### config.mk
export PLATFORM = sky130hd
export DESIGN_NAME = uart_word_rx_flat
export DESIGN_NICKNAME = d
export VERILOG_FILES = /design/src/rtl/uart_word_rx_if.sv /design/src/rtl/uart_word_rx.sv /design/src/flat_wrapper.sv
export SDC_FILE = /design/constraint.sdc
export NUM_CORES = 1
export LEC_CHECK = 0
export ABC_AREA = 1
export CORE_MARGIN = 4
export CORE_UTILIZATION = 54
export DETAILED_ROUTE_END_ITERATION = 10
export DONT_BUFFER_PORTS = 1
export PLACE_DENSITY = 0.69
export SETUP_SLACK_MARGIN = 0.3
export SLEW_MARGIN = 10
export SYNTH_ARGS = -nofsm -noshare
export SYNTH_HDL_FRONTEND = slang
export SYNTH_SLANG_ARGS = --single-unit
### constraint.sdc
create_clock -name CLK -period 5.5 [get_ports CLK]
set_clock_uncertainty 0.2 [all_clocks]
set_input_delay 1.1 -clock CLK [delete_from_list [all_inputs] [get_ports CLK]]
set_output_delay 1.1 -clock CLK [all_outputs]
set_load 0.01 [all_outputs]
### src/rtl/uart_word_rx_if.sv
// Word handoff between the UART receiver and its downstream consumer.
// The receiver is the master: it presents word_data/word_valid and the
// consumer answers with word_ready.
interface uart_word_rx_if;
    logic [31:0] word_data;
    logic        word_valid;
    logic        word_ready;

    modport master (output word_data, output word_valid, input word_ready);
    modport slave  (input word_data, input word_valid, output word_ready);
endinterface

### src/rtl/uart_word_rx.sv
// 8N1 UART receiver that packs four LSB-first bytes, little-endian, into a
// 32-bit word and hands it downstream over a valid/ready interface.
//
// state   | meaning
// --------+----------------------------------------------------------
// S_IDLE  | line idle, waiting for a falling edge (start bit)
// S_START | waiting to mid-bit of the start bit to confirm it
// S_DATA  | sampling the eight data bits at mid-bit
// S_STOP  | sampling the stop bit; high delivers the byte
// S_BREAK | stop bit was low; wait for the line to return high
module uart_word_rx #(
    parameter int SERIAL_WCNT = 50,
    parameter int TIMEOUT_CYC = 500000
) (
    input  logic           CLK,
    input  logic           RST,
    input  logic           rxd,
    uart_word_rx_if.master bus,
    output logic           err_frame,
    output logic           err_overrun,
    output logic           err_timeout,
    output logic [31:0]    word_count
);
    localparam int TW = $clog2(SERIAL_WCNT);
    localparam int IW = $clog2(TIMEOUT_CYC);
    localparam logic [TW-1:0] HALF_LOAD = TW'(SERIAL_WCNT / 2 - 1);
    localparam logic [TW-1:0] BIT_LOAD  = TW'(SERIAL_WCNT - 1);
    localparam logic [IW-1:0] IDLE_LOAD = IW'(TIMEOUT_CYC - 1);

    typedef enum logic [2:0] {S_IDLE, S_START, S_DATA, S_STOP, S_BREAK} state_t;

    state_t        state, state_next;
    logic          rxd_m, rxd_s;
    logic [TW-1:0] timer, timer_val;
    logic          timer_load;
    logic [2:0]    bit_idx;
    logic [7:0]    shreg;
    logic          sample_data, byte_stb, frame_err;
    logic [1:0]    byte_idx;
    logic [23:0]   lanes;
    logic [IW-1:0] idle_timer;
    logic          timeout_hit, complete, accept;

    // Two-flop synchronizer; resets to the idle line level.
    always_ff @(posedge CLK or posedge RST) begin
        if (RST) begin
            rxd_m <= 1'b1;
            rxd_s <= 1'b1;
        end else begin
            rxd_m <= rxd;
            rxd_s <= rxd_m;
        end
    end

    // Bit FSM state register.
    always_ff @(posedge CLK or posedge RST) begin
        if (RST) state <= S_IDLE;
        else     state <= state_next;
    end

    // Bit FSM next state and per-cycle strobes.
    always_comb begin
        state_next  = state;
        timer_load  = 1'b0;
        timer_val   = BIT_LOAD;
        sample_data = 1'b0;
        byte_stb    = 1'b0;
        frame_err   = 1'b0;
        case (state)
            S_IDLE: if (!rxd_s) begin
                state_next = S_START;
                timer_load = 1'b1;
                timer_val  = HALF_LOAD;
            end
            S_START: if (timer == '0) begin
                if (rxd_s) begin
                    state_next = S_IDLE;
                end else begin
                    state_next = S_DATA;
                    timer_load = 1'b1;
                end
            end
            S_DATA: if (timer == '0) begin
                sample_data = 1'b1;
                timer_load  = 1'b1;
                if (bit_idx == 3'd7) state_next = S_STOP;
            end
            S_STOP: if (timer == '0) begin
                if (rxd_s) begin
                    byte_stb   = 1'b1;
                    state_next = S_IDLE;
                end else begin
                    frame_err  = 1'b1;
                    state_next = S_BREAK;
                end
            end
            S_BREAK: if (rxd_s) state_next = S_IDLE;
            default: state_next = S_IDLE;
        endcase
    end

    // Bit timer, bit index and data shift register.
    always_ff @(posedge CLK or posedge RST) begin
        if (RST) begin
            timer   <= '0;
            bit_idx <= 3'd0;
            shreg   <= 8'h00;
        end else begin
            if (timer_load)        timer <= timer_val;
            else if (timer != '0)  timer <= timer - TW'(1);
            if (state == S_START)  bit_idx <= 3'd0;
            else if (sample_data)  bit_idx <= bit_idx + 3'd1;
            if (sample_data)       shreg[bit_idx] <= rxd_s;
        end
    end

    // Byte strobe takes priority over the timeout, so a fresh byte is never lost.
    assign timeout_hit = !byte_stb && (byte_idx != 2'd0) && (state == S_IDLE) && (idle_timer == '0);
    assign complete    = byte_stb && (byte_idx == 2'd3);
    assign accept      = bus.word_valid && bus.word_ready;

    // Byte lanes, byte index and idle timeout down-counter.
    always_ff @(posedge CLK or posedge RST) begin
        if (RST) begin
            lanes       <= '0;
            byte_idx    <= 2'd0;
            idle_timer  <= IDLE_LOAD;
            err_timeout <= 1'b0;
        end else begin
            err_timeout <= timeout_hit;
            if (byte_stb) begin
                case (byte_idx)
                    2'd0:    lanes[7:0]   <= shreg;
                    2'd1:    lanes[15:8]  <= shreg;
                    2'd2:    lanes[23:16] <= shreg;
                    default: ;
                endcase
                byte_idx <= byte_idx + 2'd1;
            end else if (timeout_hit) begin
                byte_idx <= 2'd0;
            end
            if (byte_stb || byte_idx == 2'd0 || timeout_hit) idle_timer <= IDLE_LOAD;
            else if (state == S_IDLE)                        idle_timer <= idle_timer - IW'(1);
        end
    end

    // Holding register, handshake, accepted-word counter and error pulses.
    always_ff @(posedge CLK or posedge RST) begin
        if (RST) begin
            bus.word_data  <= '0;
            bus.word_valid <= 1'b0;
            word_count     <= '0;
            err_overrun    <= 1'b0;
            err_frame      <= 1'b0;
        end else begin
            err_frame   <= frame_err;
            err_overrun <= complete && bus.word_valid && !bus.word_ready;
            if (complete && (!bus.word_valid || accept)) begin
                bus.word_data  <= {shreg, lanes};
                bus.word_valid <= 1'b1;
            end else if (accept) begin
                bus.word_valid <= 1'b0;
            end
            if (accept) word_count <= word_count + 32'd1;
        end
    end
endmodule
### src/flat_wrapper.sv
// flat-port wrapper written by rule: the top's interface ports become plain ports
module uart_word_rx_flat 
#(
    parameter int SERIAL_WCNT = 50,
    parameter int TIMEOUT_CYC = 500000
)
  (CLK, RST, rxd, err_frame, err_overrun, err_timeout, word_count, bus_word_data, bus_word_valid, bus_word_ready);
  uart_word_rx_if bus_i ();
  input  logic CLK;
  input  logic RST;
  input  logic rxd;
  output logic err_frame;
  output logic err_overrun;
  output logic err_timeout;
  output logic [31:0] word_count;
  output wire logic [$bits(bus_i.word_data)-1:0] bus_word_data;
  output wire logic [$bits(bus_i.word_valid)-1:0] bus_word_valid;
  input wire logic [$bits(bus_i.word_ready)-1:0] bus_word_ready;
  assign bus_word_data = bus_i.word_data;
  assign bus_word_valid = bus_i.word_valid;
  assign bus_i.word_ready = bus_word_ready;
  uart_word_rx #(.SERIAL_WCNT(SERIAL_WCNT), .TIMEOUT_CYC(TIMEOUT_CYC)) u_core (.CLK(CLK), .RST(RST), .rxd(rxd), .bus(bus_i), .err_frame(err_frame), .err_overrun(err_overrun), .err_timeout(err_timeout), .word_count(word_count));
endmodule
==> impl_metrics.prom, run 1 <==
# TYPE chip_impl_metric gauge
chip_impl_info{name="run_status",value="finished clean"} 1
chip_impl_metric{name="cts_sinks",unit=""} 135
chip_impl_metric{name="detailed_place_hpwl",unit="um"} 9863
chip_impl_metric{name="layout_min_cycle_time",unit="ns"} 2.353
chip_impl_metric{name="drt-pass1-iter-count",unit=""} 5
chip_impl_metric{name="post_cts_resize_count",unit=""} 0
chip_impl_metric{name="area_of_the_placeable_core",unit="sq um"} 11960
chip_impl_info{name="tritoncts",value="built"} 1
chip_impl_metric{name="grt_overflow",unit=""} 0
chip_impl_metric{name="finalHoldViolations",unit=""} 0
chip_impl_metric{name="crit_required",unit="ns"} 5.59
chip_impl_metric{name="totalWireLength",unit="um"} 14170
chip_impl_metric{name="setup-tns-final",unit="ns"} 0
chip_impl_info{name="startpoint_type",value="flip-flop"} 1
chip_impl_metric{name="maxSlewViolCount",unit=""} 0
chip_impl_metric{name="remaining_drc_errors",unit=""} 0
chip_impl_metric{name="finalSetupViolCount",unit=""} 0
chip_impl_metric{name="period_share",unit="%"} 42.78
chip_impl_metric{name="cpPeakStageDelay",unit="ns"} 0.39
chip_impl_metric{name="dieWidth",unit="um"} 118.5
chip_impl_metric{name="rows",unit=""} 40
chip_impl_metric{name="grt.total_usage",unit="%"} 21.12
chip_impl_info{name="rsz0062_at_grt",value="false"} 1
chip_impl_metric{name="post-synth-top-area-fraction",unit="%"} 46.34
chip_impl_metric{name="r2r_setup_slack",unit="ns"} 3.15
chip_impl_metric{name="fillers",unit=""} 1015
chip_impl_metric{name="synth-warning-count",unit=""} 0
chip_impl_metric{name="finish.cell_count_without_fillers",unit=""} 958
chip_impl_metric{name="die_area",unit="sq um"} 14030
chip_impl_metric{name="grt_first_pass_wirelength",unit="um"} 23980
chip_impl_metric{name="floorplan.die.height",unit="um"} 118.5
chip_impl_metric{name="drive_above_1_share",unit="%"} 10.36
chip_impl_metric{name="max-clock-path-buffers",unit=""} 2
chip_impl_metric{name="ff2ff_path_depth",unit=""} 9
chip_impl_metric{name="numCtsBuffers",unit=""} 17
chip_impl_metric{name="syn2layout_area_growth",unit="%"} 10.60
chip_impl_metric{name="clock_insertion_delay_at_the_later_pin_of_the_skew_report",unit="ns"} 0.42
chip_impl_metric{name="cells_on_worst_hold_path",unit=""} 0
chip_impl_info{name="clock-root-buffer",value="clkbuf_16"} 1
chip_impl_info{name="holdCritPathClass",value="reg2reg"} 1
chip_impl_metric{name="detailedRoute.firstIterationViolations",unit=""} 433
chip_impl_metric{name="p_leak",unit="nW"} 3.498
chip_impl_metric{name="detail-route-antenna-nets",unit=""} 0
chip_impl_metric{name="worstPathMaxFanout",unit=""} 41
chip_impl_metric{name="yosysUniqueCellTypes",unit=""} 33
chip_impl_metric{name="synth-seq-cells",unit=""} 135
chip_impl_info{name="crit_slowest_cell",value="dfrtp_1"} 1
chip_impl_metric{name="async_reset_ff_share",unit="%"} 100.0
chip_impl_metric{name="max-slew-margin-rel",unit="%"} 47.77
chip_impl_metric{name="syn_std_cell_area",unit="sq um"} 6588
chip_impl_metric{name="grt_start_max_net_pins",unit=""} 91
chip_impl_metric{name="antenna_found_initial",unit=""} 0
chip_impl_metric{name="worst_slew_pin_tran",unit="ns"} 0.7834
chip_impl_info{name="crit_type",value="reg2reg"} 1
chip_impl_metric{name="maximum_vdd_drop",unit="mV"} 0.2205
chip_impl_metric{name="placed_cell_area",unit="sq um"} 6660
chip_impl_metric{name="num_io_pins",unit=""} 72
chip_impl_info{name="synth_area_leader_cell",value="dfrtp_1"} 1
chip_impl_metric{name="worst-endpoint-arrival",unit="ns"} 2.45
chip_impl_metric{name="ys_seq_area_share",unit="%"} 51.53
chip_impl_info{name="synthTopCellsByArea",value="dfrtp_1 46%, nand2_1 14%, nor2_1 5.4%, dfstp_2 5.2%, nand3_1 4.8%"} 1
chip_impl_metric{name="dp.cells",unit=""} 926
chip_impl_metric{name="fmax",unit="MHz"} 425.0
chip_impl_metric{name="vias_in_the_first_global_route",unit=""} 4948
chip_impl_info{name="postSynth.topFlopCell",value="dfrtp_1"} 1
chip_impl_metric{name="place_congestion",unit=""} 0.9277
chip_impl_metric{name="hold_buffers",unit=""} 0
chip_impl_metric{name="initial_utilization",unit="%"} 55.07
chip_impl_info{name="critPathCaptureType",value="flip-flop"} 1
chip_impl_metric{name="final_core_util",unit="%"} 60.91
chip_impl_metric{name="synth_edf_count",unit=""} 0
chip_impl_metric{name="antenna_cells_inserted",unit=""} 0
chip_impl_metric{name="cap_violations",unit=""} 0
chip_impl_metric{name="avgSynthCellArea",unit="sq um"} 8.307
chip_impl_metric{name="htreeDepth",unit=""} 4
chip_impl_metric{name="post-layout-total-power",unit="mW"} 2.515
chip_impl_metric{name="clock_slew_at_reported_path_ffs",unit="ns"} 0.06
chip_impl_metric{name="place.port_buffers",unit=""} 0
chip_impl_info{name="cp_cell_sequence",value="inv_1 -> ha_1 -> nand3_4 -> inv_4 -> nand2_8 -> nor2_8 -> nand2_4 -> nand2_1 -> o21ai_2"} 1
chip_impl_metric{name="pwr_density_cell",unit="nW/um^2"} 345.2
chip_impl_metric{name="layout.cell_area.non_filler",unit="sq um"} 7286
chip_impl_metric{name="vias_per_cell",unit=""} 5.381
chip_impl_metric{name="synth_nets",unit=""} 807
chip_impl_metric{name="instance_count_of_the_mapped_netlist",unit=""} 793
chip_impl_metric{name="finalNetCount",unit=""} 812
chip_impl_metric{name="post_cts_repair_setup_buffers",unit=""} 0
chip_impl_metric{name="per_cell_routed_wire_length",unit="um"} 14.79
chip_impl_metric{name="num_vias",unit=""} 5155
-- worst paths after layout --
check,to,startpoint
worst min-delay path,u_core.rxd_s,u_core.rxd_m
worst max register to register,u_core.bus.word_data[31],u_core.timer[0]
min in group asynchronous,u_core.bus.word_data[20],RST
worst max-delay path,u_core.bus.word_data[31],u_core.timer[0]
worst min register to register,u_core.rxd_s,u_core.rxd_m
max in group asynchronous,u_core.idle_timer[2],RST
-- layout make-up --
type / instances / area (sq um) / area share, %
timing repair buffer: 1 / 7.507 / 0.1030
multi-input combinational: 566 / 2773 / 38.06
clock inverter: 10 / 141.4 / 1.941
clock buffer: 22 / 484.2 / 6.646
tap: 147 / 183.9 / 2.524
sequential: 135 / 3395 / 46.59
inverter: 77 / 301.5 / 4.139
-- cells in the mapped netlist (6+ instances only) --
library cell,n
buf_6,7
dfrtp_1,122
dfstp_2,13
ha_1,10
inv_1,72
nand2_1,252
nand2_2,9
nand3_1,63
nand3b_1,6
nand4_1,20
nor2_1,95
nor3_1,7
o21ai_0,41
o21ai_2,8
xnor2_1,11
xor2_1,17
-- cell families (layout without fill, tap and decap cells) --
kind of cell	count (synthesis)	after routing	synth area share (%)
AOI/OAI and AO/OA	59	59	5.128
xor gates and xnor gates	28	28	3.723
adders and majority gates	10	10	1.899
buffers and inverters	92	110	6.382
DFF	135	135	51.53
and+or+nand+nor	469	469	31.34
-- registers in the layout, summed over array words and instances (netlist names), 2 cells and up --
signal                cells
u_core.state              3
u_core.idle_timer        19
u_core.lanes             24
u_core.bus.word_data     32
u_core.shreg              8
u_core.timer              6
u_core.byte_idx           2
u_core.word_count        32
u_core.bit_idx            3
-- cells in the final DEF (no fill, tap or decap), types with 2 or more instances in the layout --
cell type | Yosys | final
or2_2 | 4 | 4
nand2_1 | 252 | 252
o21bai_1 | 4 | 4
nor3_1 | 7 | 7
clkbuf_16 | 0 | 17
clkinv_2 | 0 | 2
o21ai_2 | 8 | 8
nand3_1 | 63 | 63
clkinv_4 | 0 | 2
xor2_1 | 17 | 17
a21oi_1 | 4 | 4
ha_1 | 10 | 10
nand4_1 | 20 | 20
bufinv_16 | 0 | 3
nand2_4 | 4 | 4
dfrtp_1 | 122 | 122
nand2_2 | 9 | 9
nand3b_1 | 6 | 6
inv_1 | 72 | 71
clkbuf_8 | 0 | 4
nor2_2 | 2 | 2
dfstp_2 | 13 | 13
xnor2_1 | 11 | 11
clkinvlp_4 | 0 | 2
inv_6 | 1 | 3
o21ai_0 | 41 | 41
inv_2 | 2 | 2
nor2_1 | 95 | 95
nor2_4 | 4 | 4
-- worst max-delay path, delay by kind of cell, from the launching register on --
kind / cells / cell delay (ns)
AND/OR/NAND/NOR: 5 / 1.09
flip-flops: 1 / 0.39
buffers and inverters: 2 / 0.26
adder cells (fa/ha/maj): 1 / 0.22
AO/OA/AOI/OAI: 1 / 0.06
-- per-layer routing --
layer | up-vias | wire length, um | global-route usage (%)
met4 | 0 | 298 | 8.038
li1 | 2526 | - | -
met2 | 132 | 6824 | 33.76
met5 | - | 0 | 0
met3 | 29 | 854 | 6.507
met1 | 2468 | 6192 | 27.11
-- where the power goes --
group / internal [mW] / total, mW / switching (mW)
registers: 1.03 / 1.06 / 0.0326
clock network: 0.762 / 1.18 / 0.423
logic: 0.0816 / 0.270 / 0.188
-- per-stage QoR --
stage               hold slack (ns)  setup slack [ns]
floorplan                    0.1452            0.6104
global placement             0.1488             2.777
detailed placement           0.1505             2.724
CTS                          0.1581             3.143
global route                 0.1664             2.971
finish                       0.1567             3.147
Note: power is estimated with default switching activity, not from simulation.
==> run 2: changes to the inputs <==
- PLACE_DENSITY: 0.69 -> 0.72
- clock period: 5.5 -> 2.1 ns (I/O delays scaled with it)
==> impl_metrics.prom, run 2 (synthesized netlist as in run 1, its figures left out) <==
# TYPE chip_impl_metric gauge
chip_impl_metric{name="place.port_buffers",unit=""} 0
chip_impl_metric{name="grt_overflow",unit=""} 0
chip_impl_metric{name="post-route-worst-setup-slack",unit="ns"} 0.2314
chip_impl_metric{name="worstPathMaxFanout",unit=""} 26
chip_impl_info{name="tritoncts",value="built"} 1
chip_impl_metric{name="area_of_the_placeable_core",unit="sq um"} 11960
chip_impl_metric{name="grt_first_pass_wirelength",unit="um"} 26390
chip_impl_metric{name="cap_violations",unit=""} 0
chip_impl_metric{name="floorplan.die.height",unit="um"} 118.5
chip_impl_metric{name="p_leak",unit="nW"} 3.735
chip_impl_metric{name="rows",unit=""} 40
chip_impl_metric{name="detail-route-antenna-nets",unit=""} 0
chip_impl_metric{name="cts_sinks",unit=""} 135
chip_impl_info{name="timing.rr.start",value="u_core.bus.word_valid"} 1
chip_impl_metric{name="placed_cell_area",unit="sq um"} 6769
chip_impl_metric{name="initial_utilization",unit="%"} 55.07
chip_impl_metric{name="detailedRoute.firstIterationViolations",unit=""} 573
chip_impl_metric{name="max-clock-path-buffers",unit=""} 2
chip_impl_metric{name="ff2ff_path_depth",unit=""} 4
chip_impl_metric{name="layout.cell_area.non_filler",unit="sq um"} 8105
chip_impl_metric{name="cells_on_worst_hold_path",unit=""} 0
chip_impl_metric{name="antenna_cells_inserted",unit=""} 0
chip_impl_metric{name="num_io_pins",unit=""} 72
chip_impl_metric{name="pwr_density_cell",unit="nW/um^2"} 836.1
chip_impl_info{name="clock-root-buffer",value="clkbuf_16"} 1
chip_impl_info{name="startpoint",value="u_core.bus.word_valid"} 1
chip_impl_metric{name="vias_per_cell",unit=""} 5.553
chip_impl_metric{name="fmax",unit="MHz"} 535.2
chip_impl_info{name="largest_registers",value="u_core.bus.word_data (32), u_core.word_count (32), u_core.lanes (24)"} 1
chip_impl_metric{name="grt.total_usage",unit="%"} 23.37
chip_impl_metric{name="clock_slew_at_reported_path_ffs",unit="ns"} 0.06
chip_impl_metric{name="finalHoldViolations",unit=""} 0
chip_impl_metric{name="detailed_place_hpwl",unit="um"} 9887
chip_impl_metric{name="maxSlewViolCount",unit=""} 0
chip_impl_info{name="hp-start",value="u_core.rxd_m"} 1
chip_impl_metric{name="vias_in_the_first_global_route",unit=""} 5362
chip_impl_metric{name="remaining_drc_errors",unit=""} 0
chip_impl_metric{name="place_congestion",unit=""} 0.9075
chip_impl_metric{name="finalSetupViolCount",unit=""} 0
chip_impl_metric{name="dieWidth",unit="um"} 118.5
chip_impl_metric{name="grt_start_max_net_pins",unit=""} 85
chip_impl_metric{name="layout_min_cycle_time",unit="ns"} 1.869
chip_impl_info{name="holdCritPathClass",value="reg2reg"} 1
chip_impl_metric{name="drive_above_1_share",unit="%"} 24.71
chip_impl_info{name="startpoint_type",value="flip-flop"} 1
chip_impl_metric{name="finish.cell_count_without_fillers",unit=""} 1001
chip_impl_metric{name="totalWireLength",unit="um"} 16550
chip_impl_metric{name="place_ws",unit="ns"} 0.01876
chip_impl_metric{name="whs",unit="ns"} 0.1620
chip_impl_metric{name="worst-endpoint-arrival",unit="ns"} 2.03
chip_impl_metric{name="cpPeakStageDelay",unit="ns"} 0.47
chip_impl_metric{name="finalNetCount",unit=""} 856
chip_impl_info{name="run_status",value="finished clean"} 1
chip_impl_metric{name="crit_required",unit="ns"} 2.26
chip_impl_metric{name="worst_slew_pin_tran",unit="ns"} 0.5899
chip_impl_metric{name="per_cell_routed_wire_length",unit="um"} 16.53
chip_impl_info{name="rsz0062_at_grt",value="true"} 1
chip_impl_metric{name="htreeDepth",unit=""} 4
chip_impl_metric{name="dp.cells",unit=""} 939
chip_impl_metric{name="syn2layout_area_growth",unit="%"} 23.04
chip_impl_info{name="most-common-layout-cells",value="233 x nand2_1, 102 x dfrtp_1, 73 x nor2_1"} 1
chip_impl_metric{name="antenna_found_initial",unit=""} 0
chip_impl_metric{name="clock_insertion_delay_at_the_later_pin_of_the_skew_report",unit="ns"} 0.42
chip_impl_metric{name="period_share",unit="%"} 88.98
chip_impl_metric{name="maximum_vdd_drop",unit="mV"} 0.5756
chip_impl_metric{name="die_area",unit="sq um"} 14030
chip_impl_metric{name="num_vias",unit=""} 5559
chip_impl_info{name="leading_cell_type_in_the_layout_fill_and_taps_excluded",value="nand2_1"} 1
chip_impl_metric{name="drt-pass1-iter-count",unit=""} 5
chip_impl_info{name="critPathCaptureType",value="flip-flop"} 1
chip_impl_info{name="crit_slowest_cell",value="nand2_2"} 1
chip_impl_info{name="cp_cell_sequence",value="nand2_2 -> buf_4 -> nand3_1 -> nand2_1"} 1
chip_impl_metric{name="max-slew-margin-rel",unit="%"} 60.53
chip_impl_metric{name="numCtsBuffers",unit=""} 17
chip_impl_info{name="crit_type",value="reg2reg"} 1
run 2: timing repair:
action                     CTS  global route
hold buffers                 2             0
cloned                       4             4
hold endpoints to repair   123             0
gates resized for setup     38            92
setup endpoints to repair   86            91
buffers inserted            14             7
pin swaps                   11            20
run 2: critical path, delay by kind of cell, from the launching register on:
family / cells / cell delay [ns]
DFF: 1 / 0.44
buffers and inverters: 1 / 0.41
and+or+nand+nor: 3 / 0.72
run 2: final timing paths:
| check | slack (ns) | endpoint |
|---|---|---|
| max | 0.23 | u_core.bus.word_data[18] |
| max in group asynchronous | 0.91 | u_core.word_count[19] |
| min | 0.16 | u_core.rxd_s |
| min reg2reg | 0.16 | u_core.rxd_s |
| max reg2reg | 0.23 | u_core.bus.word_data[18] |
| min in group asynchronous | 0.40 | u_core.word_count[5] |
run 2: cell type report:
type / instances / area [sq um]
tap: 147 / 183.9
clock buffer: 18 / 429.2
fill: 888 / 3856
multi-input combinational: 571 / 3181
timing repair buffer: 40 / 407.9
clock inverter: 13 / 171.4
sequential: 135 / 3420
inverter: 77 / 312.8
run 2: through the flow:
| step | util (%) | setup TNS (ns) | total power [mW] |
|---|---|---|---|
| after global placement | 56.59 | 0 | 3.499 |
| after detailed placement | 56.59 | 0 | 3.536 |
| after CTS | 64.53 | 0 | 6.654 |
| after global routing | 67.76 | 0 | 7.054 |
| final | 67.76 | 0 | 6.777 |
| after floorplan | - | -23.00 | 3.381 |
run 2: layer usage:
layer | up-vias | part of all wire (%) | global-route usage (%)
li1 | 2625 | - | -
met1 | 2706 | 41 | 29.94
met2 | 191 | 51 | 38.12
met3 | 37 | 5.9 | 5.933
met4 | 0 | 2.3 | 9.341
met5 | - | 0 | 0
run 2: report_power, final:
| group | internal (mW) | switching, mW | total [mW] |
|---|---|---|---|
| logic | 0.334 | 0.606 | 0.940 |
| registers | 2.69 | 0.102 | 2.80 |
| clock network | 1.87 | 1.17 | 3.04 |
| total | 4.90 | 1.87 | 6.78 |
==> run 3: changes to the inputs <==
- SKIP_LAST_GASP: unset -> 1
- SLEW_MARGIN: 10 -> 20
==> results of run 3 <==
No change in the layout: final DEF, timing and power equal those of run 2.
